**src/rtl/fifo_wr_arbiter_if.sv**
```systemverilog
// fifo_wr_arbiter_if: producer request bus and FIFO write port shared by fifo_wr_arbiter and its environment.
interface fifo_wr_arbiter_if #(
  parameter int N_REQ = 4,
  parameter int FIFO_WIDTH = 16
);
  logic [N_REQ-1:0] req_valid;
  logic [N_REQ*FIFO_WIDTH-1:0] req_data;
  logic [N_REQ-1:0] req_ready;
  logic [FIFO_WIDTH-1:0] data_in;
  logic wr_en;
  logic full;
  logic almostfull;
  logic grant_valid;
  logic [$clog2(N_REQ)-1:0] grant_id;
  logic ovf_err;
  modport master(
    output req_valid, req_data, full, almostfull,
    input req_ready, data_in, wr_en, grant_valid, grant_id, ovf_err
  );
  modport slave(
    input req_valid, req_data, full, almostfull,
    output req_ready, data_in, wr_en, grant_valid, grant_id, ovf_err
  );
endinterface

```
**src/rtl/fifo_wr_arbiter.sv**
```systemverilog
// fifo_wr_arbiter: round-robin burst arbiter sharing one registered FIFO write port between N_REQ producers.
// Define FIFO_ARB_EARLY_THROTTLE_EN to stall on almostfull alone (last FIFO slot left unused).
module fifo_wr_arbiter #(
  parameter int N_REQ = 4,
  parameter int FIFO_WIDTH = 16,
  parameter int BURST = 4
) (
  input logic clk,
  input logic rst_n,
  fifo_wr_arbiter_if.slave bus
);
  localparam int IW = $clog2(N_REQ);
  localparam int CW = $clog2(BURST + 1);
  typedef enum logic {IDLE, GRANT} state_t;
  state_t state, state_nx;
  logic [IW-1:0] ptr, ptr_nx, gid, gid_nx, pick;
  logic [IW:0] idx;
  logic [CW-1:0] cnt, cnt_nx;
  logic stall, xfer, wr_en, ovf_err;
  logic [FIFO_WIDTH-1:0] data_in;
`ifdef FIFO_ARB_EARLY_THROTTLE_EN
  assign stall = bus.full | bus.almostfull;
`else
  // a write already in the output register will consume the last free slot
  assign stall = bus.full | (wr_en & bus.almostfull);
`endif
  assign xfer = state == GRANT && !stall && bus.req_valid[gid];
  assign bus.req_ready = (state == GRANT && !stall) ? (N_REQ)'(1) << gid : '0;
  assign bus.wr_en = wr_en;
  assign bus.data_in = data_in;
  assign bus.ovf_err = ovf_err;
  assign bus.grant_valid = state == GRANT;
  assign bus.grant_id = gid;
  // descending scan so the first valid index at or after ptr wins
  always_comb begin
    pick = ptr;
    idx = '0;
    for (int k = N_REQ - 1; k >= 0; k--) begin
      idx = {1'b0, ptr} + (IW + 1)'(k);
      idx = idx >= (IW + 1)'(N_REQ) ? idx - (IW + 1)'(N_REQ) : idx;
      if (bus.req_valid[idx[IW-1:0]]) pick = idx[IW-1:0];
    end
  end
  always_comb begin
    state_nx = state;
    gid_nx = gid;
    cnt_nx = cnt;
    ptr_nx = ptr;
    if (state == IDLE) begin
      if (|bus.req_valid) begin
        state_nx = GRANT;
        gid_nx = pick;
        cnt_nx = '0;
      end
    end else begin
      cnt_nx = xfer ? cnt + 1'b1 : cnt;
      if ((xfer && cnt_nx == CW'(BURST)) || (!bus.req_valid[gid] && !stall)) begin
        state_nx = IDLE;
        ptr_nx = gid == IW'(N_REQ - 1) ? '0 : gid + 1'b1;
      end
    end
  end
  always_ff @(posedge clk or negedge rst_n) begin
    if (!rst_n) begin
      state <= IDLE;
      ptr <= '0;
      gid <= '0;
      cnt <= '0;
      wr_en <= 1'b0;
      data_in <= '0;
      ovf_err <= 1'b0;
    end else begin
      state <= state_nx;
      ptr <= ptr_nx;
      gid <= gid_nx;
      cnt <= cnt_nx;
      wr_en <= xfer;
      ovf_err <= wr_en & bus.full;
      if (xfer) data_in <= bus.req_data[gid*FIFO_WIDTH +: FIFO_WIDTH];
    end
  end
endmodule
```
**src/flat_wrapper.sv**
```systemverilog
// flat-port wrapper written by rule: the top's interface ports become plain ports
module fifo_wr_arbiter_flat 
#(
  parameter int N_REQ = 4,
  parameter int FIFO_WIDTH = 16,
  parameter int BURST = 4
)
  (clk, rst_n, bus_req_valid, bus_req_data, bus_full, bus_almostfull, bus_req_ready, bus_data_in, bus_wr_en, bus_grant_valid, bus_grant_id, bus_ovf_err);
  fifo_wr_arbiter_if #(.N_REQ(N_REQ), .FIFO_WIDTH(FIFO_WIDTH)) bus_i ();
  input logic clk;
  input logic rst_n;
  input wire logic [$bits(bus_i.req_valid)-1:0] bus_req_valid;
  input wire logic [$bits(bus_i.req_data)-1:0] bus_req_data;
  input wire logic [$bits(bus_i.full)-1:0] bus_full;
  input wire logic [$bits(bus_i.almostfull)-1:0] bus_almostfull;
  output wire logic [$bits(bus_i.req_ready)-1:0] bus_req_ready;
  output wire logic [$bits(bus_i.data_in)-1:0] bus_data_in;
  output wire logic [$bits(bus_i.wr_en)-1:0] bus_wr_en;
  output wire logic [$bits(bus_i.grant_valid)-1:0] bus_grant_valid;
  output wire logic [$bits(bus_i.grant_id)-1:0] bus_grant_id;
  output wire logic [$bits(bus_i.ovf_err)-1:0] bus_ovf_err;
  assign bus_i.req_valid = bus_req_valid;
  assign bus_i.req_data = bus_req_data;
  assign bus_i.full = bus_full;
  assign bus_i.almostfull = bus_almostfull;
  assign bus_req_ready = bus_i.req_ready;
  assign bus_data_in = bus_i.data_in;
  assign bus_wr_en = bus_i.wr_en;
  assign bus_grant_valid = bus_i.grant_valid;
  assign bus_grant_id = bus_i.grant_id;
  assign bus_ovf_err = bus_i.ovf_err;
  fifo_wr_arbiter #(.N_REQ(N_REQ), .FIFO_WIDTH(FIFO_WIDTH), .BURST(BURST)) u_core (.clk(clk), .rst_n(rst_n), .bus(bus_i));
endmodule
```
**config.mk**
```make
export PLATFORM = sky130hd
export DESIGN_NAME = fifo_wr_arbiter_flat
export DESIGN_NICKNAME = d
export VERILOG_FILES = /design/src/rtl/fifo_wr_arbiter_if.sv /design/src/rtl/fifo_wr_arbiter.sv /design/src/flat_wrapper.sv
export SDC_FILE = /design/constraint.sdc
export NUM_CORES = 1
export LEC_CHECK = 0
export BUFFER_PORTS_ARGS = -buffer_cell sky130_fd_sc_hd__buf_2
export CORE_ASPECT_RATIO = 1.5
export CORE_UTILIZATION = 29
export DETAILED_ROUTE_END_ITERATION = 8
export SLEW_MARGIN = 25
export SYNTH_ARGS = -nofsm -noshare
export SYNTH_HDL_FRONTEND = slang
export SYNTH_SLANG_ARGS = --single-unit
```
**constraint.sdc**
```tcl
create_clock -name clk -period 2 [get_ports clk]
set_input_delay 0.1 -clock clk [delete_from_list [all_inputs] [get_ports clk]]
set_output_delay 0.1 -clock clk [all_outputs]
set_load 0.01 [all_outputs]
```
# == Yosys cells after proc, flatten, opt, wreduce, memory -nomap -nowiden ==
# Cells that the tools add are included.
# word_totals
ff_bits,26
# op_classes
add_sub_neg,9
n_lt_le_gt_ge,9
n_eq_ne,2
n_shift,2
n_mux,26
bitwise,4
reduce_logical,11
# ops
operator,count
$shiftx A64 B7 Y16,1
$mux W2,9
$lt A2 B3 Y1 const B,5
$bmux W1 S2,5
$ge A3 B3 Y1 const B,3
$mux W3,3
$mux W1,8
$sub A2 B1 Y2 const B,4
$add A2 B2 Y3 const B,2
$logic_and A1 B1 Y1,4
$mux W4,1
$reduce_and A2 Y1,2
$reduce_or A4 Y1,1
$shl A1 B2 Y4 const A,1
$add A2 B1 Y3 const B,1
$add A3 B1 Y3 const B,1
$eq A3 B3 Y1 const B,1
$ge A2 B3 Y1 const B,1
$add A2 B1 Y2 const B,1
$and A1 B1 Y1,2
$eq A2 B2 Y1 const B,1
$logic_not A1 Y1,2
$reduce_bool A2 Y1,1
$logic_or A1 B1 Y1,1
other kinds (2),2

# == Depth between registers and ports, before layout ==
# depth
depth_word,11
ltp_mapped,7
depth_no_buf,5

# == Least setup slack after synthesis ==
# OpenSTA, ideal clock, no wires.
# synth_path
path_kind,reg2reg
start,"register u_core.gid[0], in the netlist u_core.bus.grant_id[0]"
end,"register u_core.data_in[0], in the netlist u_core.bus.data_in[0]"
setup_ns,0.125
arrival_ns,1.793
t_required_ns,1.875
path_slack_ns,0.082
stages_incl_launch_ff,7
n_path_buf,3
period_less_slack_ns,1.918
path_cell_list,dfrtp_1 -> buf_6 -> mux4_2 -> nand3_2 -> buf_6 -> buf_12 -> mux2_4
# synth_between
elab_chain_len,3
word_cells_on_any_way,4
# synth_lines
item,line_no,text
start: declaration,fifo_wr_arbiter.sv:16,"logic [IW-1:0] ptr, ptr_nx, gid, gid_nx, pick;"
start signal: assignment,fifo_wr_arbiter.sv:75,gid <= gid_nx;
"parallel branches: the longest is 3 deep, another holds $shiftx A64 B7 Y16",--,
end signal: assignment,fifo_wr_arbiter.sv:79,if (xfer) data_in <= bus.req_data[gid*FIFO_WIDTH +: FIFO_WIDTH];
end: declaration,fifo_wr_arbiter.sv:20,logic [FIFO_WIDTH-1:0] data_in;
# Parallel ways; which one is timed is not known. The select of a mux whose other input is x is not followed.
# A chain may end at the register's enable or synchronous reset.

# == Worst setup path in the final report ==
# layout_path
start,"register u_core.gid[0], in the netlist u_core.bus.grant_id[0]"
end,"register u_core.data_in[12], in the netlist u_core.bus.data_in[12]"
# The elaborated chain is that of the path after synthesis.

==> impl_table.tex <==
\begin{tabular}{lr}
\hline
Metric & Value \\
\hline
\multicolumn{2}{l}{\textbf{STA}} \\
Max-slew violation total from the final report & 0 \\
Setup repair after global routing missed its margin & false \\
Transition time of the tightest slew-check pin & 0.572 ns \\
Worst Clk Skew & 0.00505 ns \\
Final hold violation count & 0 \\
Slew HR & 61.9\% \\
Final clock period utilization by the worst path & 86.5\% \\
Post-route minimum period & 1.73 ns \\
Post-route setup TNS & 0 ns \\
Number of failing setup endpoints in the final timing report & 0 \\
Min setup slack post-route & 0.271 ns \\
Fmax achieved & 0.578 GHz \\
\multicolumn{2}{l}{\textbf{Routing}} \\
Count of TritonRoute iterations in the first routing pass & 4 \\
Post-route ant nets & 0 \\
Wire length per cell & 13.8 µm \\
Per-cell via count in the routed design & 4.89 \\
Starting DRC count in detailed routing & 50 \\
Total wire length & 3950 µm \\
Routed vias & 1402 \\
Remaining DRCs & 0 \\
\multicolumn{2}{l}{\textbf{Clock tree}} \\
Number of buffers added to fix hold violations after cts & 1 \\
Count of instances resized after the clock tree is built & 0 \\
Clock tree from TritonCTS & built \\
Clock root cell & sky130\_fd\_sc\_hd\_\_clkbuf\_8 \\
Insertion delay of the later-clocked pin in the worst-skew pair & between 0.2 and 0.3 ns \\
Cts bufs inserted & 3 \\
Clock sinks & 26 \\
Deepest level of the CTS H-tree & 1 \\
Maximum count of clock buffers along a single path & 2 \\
Postcts setup bufs & 0 \\
Post-CTS clock slew at the launch and capture registers of the worst setup and hold paths & 0.09 ns \\
\multicolumn{2}{l}{\textbf{Floorplanning}} \\
Die extent in y & 95.2 µm \\
Die area & 0.00610 mm² \\
Core Footprint & 0.00553 mm² \\
Cell row count & 33 \\
Die W & 64.1 µm \\
Top-level I/O count & 97 \\
Initial Utilization & between 30\% and 40\% \\
\multicolumn{2}{l}{\textbf{Logic synthesis}} \\
Synthesized area & $\sim$0.0017 mm² \\
Area share of the largest cell type after synthesis & 38.8\% \\
Average size of a mapped cell & 14.3 µm² \\
Synthesized netlist net count & a little under 200 \\
Most area-hungry cell type in the Yosys netlist & sky130\_fd\_sc\_hd\_\_dfrtp\_1 \\
Number of flip-flops and latches in the synthesized netlist & 26 \\
Synth cell types & 30 \\
Post-synthesis cell count & approximately 120 \\
Yosys warning total & 0 \\
Top post-synthesis cells by area & sky130\_fd\_sc\_hd\_\_dfrtp\_1 39\%, sky130\_fd\_sc\_hd\_\_mux4\_2 13\%, sky130\_fd\_sc\_hd\_\_mux4\_1 11\% \\
Seq/Total Area, Yosys & between 30\% and 40\% \\
\multicolumn{2}{l}{\textbf{Global routing}} \\
Total Routing Usage GR & around an eighth \\
Remaining Overflow, GRT & 0 \\
Wire length of the first global-routing pass & 6190 µm \\
Number of global-route vias before repair & 1433 \\
Maximum number of pins on one net before global-route repair & 27 \\
Initial antenna violation count & 0 \\
\multicolumn{2}{l}{\textbf{Critical path}} \\
Crit Path Category & reg2reg \\
Type of element capturing the critical path & flip-flop \\
Arr. time, crit path & 1.89 ns \\
Critical Path Fanout Max & 12 \\
Critical Path RT & 2.16 ns \\
Startpoint kind of the worst setup timing path & flip-flop \\
\multicolumn{2}{l}{\textbf{Finish}} \\
Layout cells sized above 1 & between 60\% and 70\% \\
Antenna Diode Count & 0 \\
Number of nets in the layout & approximately 300 \\
Final cell utilization of the core & 41.7\% \\
Area overhead of the layout relative to synthesis & 37.6\% \\
\# fillers & 554 \\
Number of non-filler instances in the completed layout & 287 \\
\multicolumn{2}{l}{\textbf{Power and ir drop}} \\
VDD IR-drop max & roughly 0.00052 V \\
Static leakage power & around 1.2 nW \\
Power Dens Cells & 1270 mW/mm² \\
\multicolumn{2}{l}{\textbf{Placement}} \\
Total half-perimeter wirelength after legalization and detailed placement & 3260 µm \\
Dpl cells & 282 \\
I/O Buffers & between 90 and 100 \\
Placer Congestion & 0.820 \\
Worst slack at placement & 0.275 ns \\
\multicolumn{2}{l}{\textbf{Outcome}} \\
Outcome & complete, no violations \\
\multicolumn{2}{l}{\textbf{Run}} \\
Max-cap violations & 0 \\
\multicolumn{2}{l}{\textbf{Min path}} \\
Min-delay worst type & in2reg \\
\hline
\end{tabular}
==> layer usage <==
metal / up-vias / wire length, µm / track usage [%]
li1: 656 / - / -
met1: 700 / 1390 / 14.1
met2: 42 / 2340 / 26.0
met3: 4 / 162 / 1.20
met4: 0 / 63 / 6.48
met5: - / 0 / 0
==> Yosys cell counts <==
library cell	instances
sky130_fd_sc_hd__buf_2	2
sky130_fd_sc_hd__nand2_1	5
sky130_fd_sc_hd__o21ai_0	4
sky130_fd_sc_hd__nor2_1	4
sky130_fd_sc_hd__and3_1	4
sky130_fd_sc_hd__and2_1	2
sky130_fd_sc_hd__o22ai_1	1
sky130_fd_sc_hd__a211o_1	1
sky130_fd_sc_hd__mux4_2	10
sky130_fd_sc_hd__nand3_2	1
sky130_fd_sc_hd__buf_12	1
sky130_fd_sc_hd__mux2_4	7
sky130_fd_sc_hd__dfrtp_1	26
sky130_fd_sc_hd__mux2_2	12
sky130_fd_sc_hd__buf_6	2
sky130_fd_sc_hd__o221ai_1	1
sky130_fd_sc_hd__a22o_1	2
sky130_fd_sc_hd__o2111ai_1	1
sky130_fd_sc_hd__ha_1	5
sky130_fd_sc_hd__xnor2_1	2
sky130_fd_sc_hd__nor2b_1	4
sky130_fd_sc_hd__mux4_1	7
sky130_fd_sc_hd__o31ai_1	1
sky130_fd_sc_hd__a21oi_1	3
sky130_fd_sc_hd__nand4_1	1
sky130_fd_sc_hd__nand3b_1	1
sky130_fd_sc_hd__inv_1	4
sky130_fd_sc_hd__buf_1	1
sky130_fd_sc_hd__nor4_1	1
sky130_fd_sc_hd__nor3b_1	1
==> worst paths after layout <==
path,to,from,cells after the start,slack (ns)
hold reg to reg,u_core.bus.data_in[6],u_core.bus.data_in[6],1,0.50
hold / removal,u_core.bus.ovf_err,bus_full,2,0.07
max in group asynchronous,u_core.bus.data_in[9],rst_n,2,1.26
min in group asynchronous,u_core.bus.data_in[3],rst_n,2,0.35
setup / recovery,u_core.bus.data_in[12],u_core.bus.grant_id[0],4,0.27
setup reg to reg,u_core.bus.data_in[12],u_core.bus.grant_id[0],4,0.27
==> placed cells by master, fill, tap and decap left out <==
cell type                        n
sky130_fd_sc_hd__o22ai_1         1
sky130_fd_sc_hd__and3_1          4
sky130_fd_sc_hd__xnor2_1         2
sky130_fd_sc_hd__o31ai_1         1
sky130_fd_sc_hd__nor2_1          4
sky130_fd_sc_hd__o221ai_1        1
sky130_fd_sc_hd__nor2b_1         4
sky130_fd_sc_hd__a211o_1         1
sky130_fd_sc_hd__mux4_1          7
sky130_fd_sc_hd__inv_1           4
sky130_fd_sc_hd__dlygate4sd3_1   1
sky130_fd_sc_hd__bufinv_16       1
sky130_fd_sc_hd__dfrtp_1        26
sky130_fd_sc_hd__mux2_4          7
sky130_fd_sc_hd__ha_1            5
sky130_fd_sc_hd__nor3b_1         1
sky130_fd_sc_hd__nand3_2         1
sky130_fd_sc_hd__buf_2          96
sky130_fd_sc_hd__o21ai_0         4
sky130_fd_sc_hd__nand4_1         1
sky130_fd_sc_hd__mux2_2         12
sky130_fd_sc_hd__mux4_2         10
sky130_fd_sc_hd__clkbuf_8        3
sky130_fd_sc_hd__a22o_1          2
sky130_fd_sc_hd__nor4_1          1
sky130_fd_sc_hd__nand2_1         5
sky130_fd_sc_hd__o2111ai_1       1
sky130_fd_sc_hd__buf_4           5
sky130_fd_sc_hd__a21oi_1         3
sky130_fd_sc_hd__and2_1          2
sky130_fd_sc_hd__nand3b_1        1
==> critical path, cell delays in order, from the launching register on <==
cell and delay, ns:
sky130_fd_sc_hd__dfrtp_1 0.38, sky130_fd_sc_hd__mux4_2 0.55, sky130_fd_sc_hd__nand3_2 0.12, sky130_fd_sc_hd__buf_4 0.22, sky130_fd_sc_hd__mux2_2 0.35
==> registers in the layout, summed over array words and instances, names as in the netlist <==
name	cells
u_core.bus.grant_valid	1
u_core.bus.grant_id	2
u_core.bus.wr_en	1
u_core.cnt	3
u_core.ptr	2
u_core.bus.data_in	16
u_core.bus.ovf_err	1
==> area by class of cell <==
| type | instances | area [µm²] | share of cell area, % |
|---|---|---|---|
| clock buffers | 3 | 41.3 | 1.79 |
| clock inverters | 1 | 30.0 | 1.30 |
| inverters | 4 | 15.0 | 0.650 |
| multi-input cells | 81 | 956 | 41.4 |
| flip-flops and latches | 26 | 651 | 28.2 |
| well taps | 70 | 87.6 | 3.79 |
| repair buffers | 102 | 528 | 22.9 |
==> report_power, final <==
part           internal [mW]  leakage (nW)  switching [mW]
sequential             0.776         0.313           0.155
clock                  0.268        0.0357           0.166
combinational          0.892         0.809           0.686
total                   1.94          1.16            1.01
==> cells by family after synthesis <==
kind of cell,share of synthesized area [%]
muxes,38.7
DFF,38.8
AOI/OAI and AO/OA,5.52
buffers and inverters,4.25
adders and majority gates,3.73
xor gates and xnor gates,1.04
and+or+nand+nor,7.98
==> through the flow <==
| stage | cell area (µm²) | power [mW] | hold WS [ns] |
|---|---|---|---|
| 2_1_floorplan | 1680 | 2.07 | -0.196 |
| 3_3_place_gp | 2230 | 2.53 | 0.136 |
| 3_5_place_dp | 2230 | 2.55 | 0.137 |
| 4_1_cts | 2310 | 2.99 | 0.0669 |
| 5_1_grt | 2310 | 3.16 | 0.0573 |
| 6_report | 2310 | 2.94 | 0.0729 |
(Power assumes the default switching activity.)
